===== src/rtl/tt_sweep_pkg.sv =====
// Shared types and constants for the 7-input truth-table sweep controller.
// Holds the state encoding and the self-dual classifier used at sweep completion.
package tt_sweep_pkg;

    localparam int N_IN   = 7;
    localparam int N_VEC  = 128;
    localparam int ONES_W = 8;
    localparam int HALF   = 64;

    typedef enum logic [1:0] {
        IDLE  = 2'd0,
        SWEEP = 2'd1,
        DRAIN = 2'd2,
        DONE  = 2'd3
    } state_e;

    // f is self-dual when every complementary vector pair k / 127-k disagrees.
    function automatic logic is_selfdual(input logic [N_VEC-1:0] t);
        logic r;
        r = 1'b1;
        for (int k = 0; k < HALF; k++) begin
            r = r & (t[k] ^ t[N_VEC-1-k]);
        end
        return r;
    endfunction

endpackage


===== src/rtl/tt_tag_pipe.sv =====
// Delay line carrying {valid, vector index} alongside the external function latency.
// Zero depth degenerates to a wire; a flush kills everything in flight.
module tt_tag_pipe
    import tt_sweep_pkg::*;
#(
    parameter int FN_LAT = 0
) (
    input  logic            clk,
    input  logic            rst,
    input  logic            flush,
    input  logic            in_valid,
    input  logic [N_IN-1:0] in_tag,
    output logic            out_valid,
    output logic [N_IN-1:0] out_tag
);

    generate
        if (FN_LAT == 0) begin : g_pass
            logic unused_clk_rst;
            assign unused_clk_rst = clk ^ rst;
            assign out_valid      = in_valid & ~flush;
            assign out_tag        = in_tag;
        end else begin : g_shift
            logic [N_IN:0] stage_q [FN_LAT];
            logic [N_IN:0] stage_d [FN_LAT];

            // next value of each stage: shift by one, or clear on flush
            always_comb begin
                if (flush) begin
                    stage_d[0] = {(N_IN+1){1'b0}};
                end else begin
                    stage_d[0] = {in_valid, in_tag};
                end
                for (int i = 1; i < FN_LAT; i++) begin
                    if (flush) begin
                        stage_d[i] = {(N_IN+1){1'b0}};
                    end else begin
                        stage_d[i] = stage_q[i-1];
                    end
                end
            end

            // stage registers
            always_ff @(posedge clk or posedge rst) begin
                if (rst) begin
                    for (int i = 0; i < FN_LAT; i++) begin
                        stage_q[i] <= {(N_IN+1){1'b0}};
                    end
                end else begin
                    stage_q <= stage_d;
                end
            end

            assign {out_valid, out_tag} = stage_q[FN_LAT-1];
        end
    endgenerate

endmodule


===== src/rtl/tt_sweep_ctrl.sv =====
// Drives an external 7-input function through all 128 vectors, captures its truth
// table and classifies it (weight, constant, balanced, self-dual) on completion.
module tt_sweep_ctrl
    import tt_sweep_pkg::*;
#(
    parameter int FN_LAT = 0
) (
    input  logic              clk,
    input  logic              rst,
    input  logic              start,
    input  logic              abort,
    output logic [N_IN-1:0]   x,
    input  logic              f_in,
    output logic              busy,
    output logic              done,
    output logic              tt_valid,
    output logic [N_VEC-1:0]  tt,
    output logic [ONES_W-1:0] ones,
    output logic              const0,
    output logic              const1,
    output logic              balanced,
    output logic              selfdual
);

    state_e              state_q, state_d;
    logic [N_IN-1:0]     x_q, x_d;
    logic                busy_q, busy_d;
    logic                done_q, done_d;
    logic                tt_valid_q, tt_valid_d;
    logic [N_VEC-1:0]    tt_q, tt_d;
    logic [ONES_W-1:0]   ones_q, ones_d;
    logic                const0_q, const0_d;
    logic                const1_q, const1_d;
    logic                balanced_q, balanced_d;
    logic                selfdual_q, selfdual_d;

    logic                in_sweep_s;
    logic                flush_s;
    logic                cap_valid_s;
    logic [N_IN-1:0]     cap_tag_s;

    assign in_sweep_s = (state_q == SWEEP);
    assign flush_s    = abort & ((state_q == SWEEP) | (state_q == DRAIN));

    tt_tag_pipe #(
        .FN_LAT (FN_LAT)
    ) u_pipe (
        .clk       (clk),
        .rst       (rst),
        .flush     (flush_s),
        .in_valid  (in_sweep_s),
        .in_tag    (x_q),
        .out_valid (cap_valid_s),
        .out_tag   (cap_tag_s)
    );

    // next-state, capture and classification logic
    always_comb begin
        state_d    = state_q;
        x_d        = x_q;
        tt_valid_d = tt_valid_q;
        tt_d       = tt_q;
        ones_d     = ones_q;
        const0_d   = const0_q;
        const1_d   = const1_q;
        balanced_d = balanced_q;
        selfdual_d = selfdual_q;

        if (cap_valid_s && !flush_s) begin
            tt_d[cap_tag_s] = f_in;
            ones_d          = ones_q + {{(ONES_W-1){1'b0}}, f_in};
        end else begin
            tt_d = tt_q;
        end

        case (state_q)
            IDLE: begin
                x_d = {N_IN{1'b0}};
                if (start) begin
                    state_d    = SWEEP;
                    tt_d       = {N_VEC{1'b0}};
                    ones_d     = {ONES_W{1'b0}};
                    tt_valid_d = 1'b0;
                    const0_d   = 1'b0;
                    const1_d   = 1'b0;
                    balanced_d = 1'b0;
                    selfdual_d = 1'b0;
                end else begin
                    state_d = IDLE;
                end
            end
            SWEEP: begin
                if (flush_s) begin
                    state_d = IDLE;
                    x_d     = {N_IN{1'b0}};
                end else if (x_q == N_IN'(N_VEC-1)) begin
                    state_d = (FN_LAT == 0) ? DONE : DRAIN;
                end else begin
                    x_d = x_q + 7'd1;
                end
            end
            DRAIN: begin
                if (flush_s) begin
                    state_d = IDLE;
                    x_d     = {N_IN{1'b0}};
                end else if (cap_valid_s && (cap_tag_s == N_IN'(N_VEC-1))) begin
                    state_d = DONE;
                end else begin
                    state_d = DRAIN;
                end
            end
            DONE: begin
                state_d = IDLE;
                x_d     = {N_IN{1'b0}};
            end
            default: begin
                state_d = IDLE;
                x_d     = {N_IN{1'b0}};
            end
        endcase

        // flags see the table including the final capture made on the same edge
        if ((state_d == DONE) && (state_q != DONE)) begin
            tt_valid_d = 1'b1;
            const0_d   = (tt_d == {N_VEC{1'b0}});
            const1_d   = &tt_d;
            balanced_d = (ones_d == ONES_W'(HALF));
            selfdual_d = is_selfdual(tt_d);
        end else begin
            tt_valid_d = tt_valid_d;
        end

        busy_d = (state_d == SWEEP) | (state_d == DRAIN);
        done_d = (state_d == DONE);
    end

    // state and output registers
    always_ff @(posedge clk or posedge rst) begin
        if (rst) begin
            state_q    <= IDLE;
            x_q        <= {N_IN{1'b0}};
            busy_q     <= 1'b0;
            done_q     <= 1'b0;
            tt_valid_q <= 1'b0;
            tt_q       <= {N_VEC{1'b0}};
            ones_q     <= {ONES_W{1'b0}};
            const0_q   <= 1'b0;
            const1_q   <= 1'b0;
            balanced_q <= 1'b0;
            selfdual_q <= 1'b0;
        end else begin
            state_q    <= state_d;
            x_q        <= x_d;
            busy_q     <= busy_d;
            done_q     <= done_d;
            tt_valid_q <= tt_valid_d;
            tt_q       <= tt_d;
            ones_q     <= ones_d;
            const0_q   <= const0_d;
            const1_q   <= const1_d;
            balanced_q <= balanced_d;
            selfdual_q <= selfdual_d;
        end
    end

    assign x        = x_q;
    assign busy     = busy_q;
    assign done     = done_q;
    assign tt_valid = tt_valid_q;
    assign tt       = tt_q;
    assign ones     = ones_q;
    assign const0   = const0_q;
    assign const1   = const1_q;
    assign balanced = balanced_q;
    assign selfdual = selfdual_q;

endmodule


===== config.mk =====
export PLATFORM = sky130hd
export DESIGN_NAME = tt_sweep_ctrl
export DESIGN_NICKNAME = d
export VERILOG_FILES = /design/src/rtl/tt_sweep_pkg.sv /design/src/rtl/tt_tag_pipe.sv /design/src/rtl/tt_sweep_ctrl.sv
export SDC_FILE = /design/constraint.sdc
export NUM_CORES = 1
export LEC_CHECK = 0
export ABC_AREA = 1
export BUFFER_PORTS_ARGS = -buffer_cell sky130_fd_sc_hd__buf_2
export CAP_MARGIN = 5
export CORE_UTILIZATION = 30
export DETAILED_ROUTE_END_ITERATION = 7
export REMOVE_ABC_BUFFERS = 1
export SLEW_MARGIN = 10
export SYNTH_ARGS = -nofsm -noshare
export SYNTH_HDL_FRONTEND = slang
export SYNTH_SLANG_ARGS = --single-unit
export TNS_END_PERCENT = 30

===== constraint.sdc =====
create_clock -name clk -period 7.96 [get_ports clk]
set_clock_uncertainty 0.15 [all_clocks]
set_input_delay 0.796 -clock clk [delete_from_list [all_inputs] [get_ports clk]]
set_output_delay 0.796 -clock clk [all_outputs]
set_load 0.05 [all_outputs]

==> qor.txt, run 1 <==
Status = finished, final reports clean
R2R Path Start = state_q[1]
Critical Path Source Type = flip-flop
Share of layout cells above drive strength 1 = 14.3%
Final hold violation count = 0
First-pass GRT wire length = 54600 um
Die Width = 183 um
Rel. slew slack = 30.1%
Distinct cell type count of the synthesized netlist = 34
Post-synthesis adder-cell area fraction = 1.15%
Clk Tree Root Cell = clkbuf_16
Worst IR drop on VDD = 0.000228 V
ANT nets after route = 0
Rows = 65
Syn-to-layout area delta = 15.5%
Routed vias = 10100
DR iter-0 viols = 911
Commonest non-fill, non-tap cell in the layout = nand2_1
Routed wire per std cell = 17.2 um
Synthesis Warnings = 0
Post-synthesis sequential area ratio = 38.7%
Commonest cells after routing, fill and taps aside = nand2_1, nand3_1, inv_1
Pwr dens = 193 nW/um^2
RSZ-0062 raised after global routing = false
TritonCTS clock tree = built
Die area = 33500 um^2
Max Slew Vio Count = 0
Multiplexer share of the synthesized area = 0%
Clock-pin slew of the registers on the worst-case setup and hold paths = 0.07 ns
Die Y = 183 um
Antenna cells = 0
Synth Area in XOR/XNOR = 0.0892%
Data required, critical path = 8.20 ns
Vias per cell = 4.88
CP max FO = 84
Yosys reg bits = 152
Core Region = 31900 um^2
Setup crit end = selfdual
Synthesized instance count = 1515
Mean cell area of the mapped netlist = 6.48 um^2
Detailed-route DRC error count = 0
Simple-Gate Fraction of Synth Area = 42.8%
Tmin final = 3.83 ns
Largest family of logic cells by synthesized area = simple AND/OR/NAND/NOR gates
Largest net degree at the start of global routing = 88
Post-DP HPWL = 25600 um
Gr ovfl total = 0
Setup TNS = 0 ns
Final Cycle Share = 48.1%
FF-to-FF setup slack = 4.13 ns
Critical path capture point type = flip-flop
Pre-antenna DRT Iters = 8
# Post-CTS Setup Buffers = 0
Worst R2R Path Depth = 14
Hold Path Class = flip-flop to flip-flop
Max Clock Freq = 0.261 GHz
Worst-Margin Slew = 1.05 ns
# nets final = 1633
Max Cap Viol = 0
CP arrival = 4.06 ns
Vias in the first global route = 9282
GP Congestion = 0.900
Final setup violation count = 0
Compound-Gate Fraction of Synth Area = 4.17%
Initial antenna violation count = 0
Post-Place Worst Slack = 3.99 ns
CP Class = flip-flop to flip-flop
IO Pins = 155
CTS max path bufs = 2
CTS H-tree depth = 4
Gr usage total = 21.7%
Worst Slack Setup Final = 4.13 ns
Starting density of the core = 30.8%
# hold bufs at CTS = 0
Synthesized area = 9820 um^2
Clk Latency, worst-skew pair = 0.45 ns
Leak = 6.49 nW
Post-Route WL = 35600 um
Num Clock Sinks = 152
Num CTS Buffers = 17
Crit path from = state_q[1]
Reg2reg end = selfdual
Port bufs = 154
CTS resizes = 0
## registers in the layout, indices dropped and copies added, names as in the netlist
register and cells:
selfdual 1, tt_valid 1, balanced 1, tt 128
const0 1, ones 8, const1 1, state_q 2
busy 1, done 1, x 7
## cell type report
type                       count  area (um^2)
fill                        3519        20500
multi-input combinational   1064         4750
sequential                   152         3800
inverter                     225          851
timing repair buffer         159          808
tap                          435          544
clock buffer                  18          429
clock inverter                14          163
## metrics by stage
step                      hold WS (ns)  cells  total power [mW]  area [um^2]  utilization [%]
after floorplan                  0.407   1441              1.23         9390                -
final                            0.348   2067              2.19        11300             35.6
after global placement           0.336   2035              1.34        10800             33.7
after global routing             0.381   2067              2.29        11300             35.6
after CTS                        0.349   2067              2.19        11300             35.6
after detailed placement         0.333   2035              1.35        10800             33.7
## Yosys cell counts (all sizes together)
cell | number | area share, %
buf | 56 | 3.8
nand3 | 246 | 13
nand4 | 8 | 0.51
a21o | 2 | 0.15
inv | 225 | 8.6
and3 | 1 | 0.064
nor3b | 1 | 0.076
or2 | 8 | 0.51
nor3 | 14 | 0.71
o21bai | 1 | 0.076
o21ai | 21 | 1.1
clkbuf | 18 | 0.69
a31oi | 1 | 0.064
o211a | 1 | 0.10
xor2 | 1 | 0.089
nand2 | 478 | 19
a21oi | 50 | 2.5
nor2 | 219 | 9.7
ha | 9 | 1.1
o21a | 1 | 0.076
o211ai | 1 | 0.076
nor4 | 1 | 0.064
dfrtp | 152 | 39
## worst max-delay path, stage by stage (launching register included)
cell     delay (ns)
dfrtp_1        0.41
inv_1          0.10
ha_1           0.22
nand2_4        0.69
buf_4          0.79
nand2_1        0.17
o21ai_0        0.35
nand2_1        0.09
nor2_1         0.10
nand2_1        0.06
nor2_1         0.20
nand2_1        0.08
nor2_1         0.10
nand3_1        0.08
nand2_1        0.06
## routing by layer
metal  vias up  global-route usage, %  share of wire (%)  routed length, um
met4         0                   8.20                2.9               1050
li1       4904                      -                  -                  -
met5         -                      0                  0                  0
met2       424                   33.8                 45              16100
met3        54                   4.98                8.0               2840
met1      4695                   29.1                 44              15500
## how the worst min path moves through the flow
stage                             to        from  slack, ns  cells after the start
after floorplan           state_q[1]  state_q[1]       0.41                      2
after global placement      balanced    balanced       0.34                      2
after detailed placement    balanced    balanced       0.33                      2
after CTS                   balanced    balanced       0.35                      2
after global routing        balanced    balanced       0.38                      2
final                       balanced    balanced       0.35                      2
## cell families after synthesis
group / count (synthesis)
and+or+nand+nor: 976
xor gates and xnor gates: 1
DFF: 152
adders and majority gates: 9
buffers and inverters: 299
AOI/OAI and AO/OA: 78
## power by group
part           total, mW  internal [mW]  switching (mW)
registers          0.823          0.797          0.0267
clock network      0.847          0.471           0.377
logic              0.517          0.108           0.410
Note: power is estimated with default switching activity, not from simulation.
==> inputs of run 2 (changes only) <==
- clock period: 7.96 -> 3.3 ns (I/O delays scaled with it)
==> qor.txt, run 2 (synthesis gave the netlist of run 1 again) <==
Vias in the first global route = 9139 (was 9282)
Port bufs = 154 (unchanged)
Leak = 6.67 nW (was 6.49 nW)
CP Class = flip-flop to flip-flop (unchanged)
Rows = 65 (unchanged)
Crit path largest cell delay = 0.40 ns (was 0.79 ns)
# nets final = 1663 (was 1633)
Final Cycle Share = 95.3% (was 48.1%)
Pre-antenna DRT Iters = 5 (was 8)
Rel. slew slack = 56.2% (was 30.1%)
Core Region = 31900 um^2 (unchanged)
Crit path max-delay family = simple AND/OR/NAND/NOR gates (unchanged)
CTS max path bufs = 2 (unchanged)
Detailed-route DRC error count = 0 (unchanged)
Worst Path Buf+Inv = 2 (unchanged)
Gr usage total = 21.7% (about the same)
Max Slew Vio Count = 0 (unchanged)
CP arrival = 3.37 ns (was 4.06 ns)
Num Clock Sinks = 152 (unchanged)
GP Congestion = 0.925 (was 0.900)
Die Y = 183 um (unchanged)
DR iter-0 viols = 1021 (was 911)
Worst hold slack = 0.109 ns (was 0.348 ns)
Commonest cells after routing, fill and taps aside = nand2_1, nand3_1, inv_1 (unchanged)
First-pass GRT wire length = 54800 um (was 54600 um)
Clock-pin slew of the registers on the worst-case setup and hold paths = 0.07 ns (about the same)
Num CTS Buffers = 17 (unchanged)
Largest net degree at the start of global routing = 74 (was 88)
Status = finished, final reports clean (unchanged)
Gr ovfl total = 0 (unchanged)
Final Non-Filler Cells = 2096 (was 2067)
Hold Path Class = input pin to flip-flop (was flip-flop to flip-flop)
Max Cap Viol = 0 (unchanged)
Die area = 33500 um^2 (unchanged)
IO Pins = 155 (unchanged)
Data required, critical path = 3.53 ns (was 8.20 ns)
Post-Route WL = 36100 um (was 35600 um)
Top cell by count, worst path = nand2_1 (unchanged)
Slowest stage cell, crit path = dfrtp_1 (was buf_4)
Worst IR drop on VDD = 0.000475 V (was 0.000228 V)
Worst-Margin Slew = 0.657 ns (was 1.05 ns)
Clk Latency, worst-skew pair = 0.44 ns (was 0.45 ns)
Die Width = 183 um (unchanged)
Worst Slack Setup Final = 0.156 ns (was 4.13 ns)
Final setup violation count = 0 (unchanged)
Pwr dens = 462 nW/um^2 (was 193 nW/um^2)
Commonest non-fill, non-tap cell in the layout = nand2_1 (unchanged)
Fill cells = 3494 (was 3519)
Routed vias = 10200 (was 10100)
Setup TNS = 0 ns (unchanged)
Worst-path cell chain = inv_1 -> ha_1 -> nand2_1 -> nand2_8 -> nor2_4 -> buf_4 -> a21oi_1 -> nor2_1 -> nand2_1 -> nor3_1 -> nand4_1 -> nor2_1 -> nand3_1 -> nand2_1 (was inv_1 -> ha_1 -> nand2_4 -> buf_4 -> nand2_1 -> o21ai_0 -> nand2_1 -> nor2_1 -> nand2_1 -> nor2_1 -> nand2_1 -> nor2_1 -> nand3_1 -> nand2_1)
FF-to-FF setup slack = 0.16 ns (was 4.13 ns)
Vias per cell = 4.87 (was 4.88)
Initial antenna violation count = 1 (was 0)
RSZ-0062 raised after global routing = false (unchanged)
Share of layout cells above drive strength 1 = 15.9% (was 14.3%)
Placed instance count = 2063 (was 2035)
TritonCTS clock tree = built (unchanged)
CTS H-tree depth = 4 (unchanged)
Post-DP HPWL = 26600 um (was 25600 um)
Clk Tree Root Cell = clkbuf_16 (unchanged)
Final hold violation count = 0 (unchanged)
Starting density of the core = 30.8% (unchanged)
Max reg flops = 128 (unchanged)
Post-Place Worst Slack = 0.148 ns (was 3.99 ns)
CP max FO = 14 (was 84)
Max Clock Freq = 0.318 GHz (was 0.261 GHz)
Antenna cells = 0 (unchanged)
Critical path capture point type = flip-flop (unchanged)
Critical Path Source Type = flip-flop (unchanged)
Syn-to-layout area delta = 19.6% (was 15.5%)
ANT nets after route = 0 (unchanged)
Routed wire per std cell = 17.2 um (about the same)
Tmin final = 3.14 ns (was 3.83 ns)
## run 2: metrics by stage
| stage | util [%] | total power [mW] | cell area (um^2) |
|---|---|---|---|
| 6_report | 36.8 | 5.43 | 11700 |
| 5_1_grt | 36.8 | 5.67 | 11700 |
| 4_1_cts | 36.8 | 5.42 | 11700 |
| 3_5_place_dp | 34.9 | 3.39 | 11100 |
| 3_3_place_gp | 34.9 | 3.38 | 11100 |
| 2_1_floorplan | - | 2.96 | 9390 |
## run 2: final timing paths
path                              endpoint  cells past startpoint  startpoint
max in group asynchronous            tt[7]                      4         rst
min in group asynchronous           tt[65]                      3         rst
worst min register to register    balanced                      2    balanced
worst max register to register      const1                     14  state_q[0]
worst min-delay path            state_q[0]                      3       start
worst max-delay path                const1                     14  state_q[0]
## run 2: routing by layer
layer / routed length (um) / share of wire [%] / track usage, %
met3: 2340 / 6.5 / 3.26
met5: 8 / 0.022 / 0
met4: 561 / 1.6 / 5.10
met1: 16100 / 45 / 29.8
met2: 17000 / 47 / 35.8
## run 2: repair_timing
| action | in CTS | in global routing |
|---|---|---|
| setup buffers | 0 | 1 |
| gates resized for setup | 0 | 3 |
| hold endpoints to repair | 54 | 0 |
| hold buffers | 1 | 0 |
| endpoints found under the setup margin | 0 | 3 |
## run 2: where the power goes
group          internal [mW]  total (mW)  switching, mW
Clock                   1.14        2.03          0.884
Combinational          0.380        1.41           1.03
Sequential              1.92        1.99         0.0689
## run 2: tightest hold or removal path, delay by kind of cell
family / cells / cell delay (ns)
AOI/OAI and AO/OA: 1 / 0.07
buffers and inverters: 1 / 0.12
and+or+nand+nor: 1 / 0.12
## run 2: area by class of cell
class	count	area, um^2	area share, %
Multi-Input combinational cell	1064	4760	40.5
Sequential cell	152	3800	32.4
Timing Repair Buffer	189	1200	10.2
Inverter	225	855	7.28
Tap cell	435	544	4.63
Clock buffer	19	443	3.77
Clock inverter	12	144	1.23
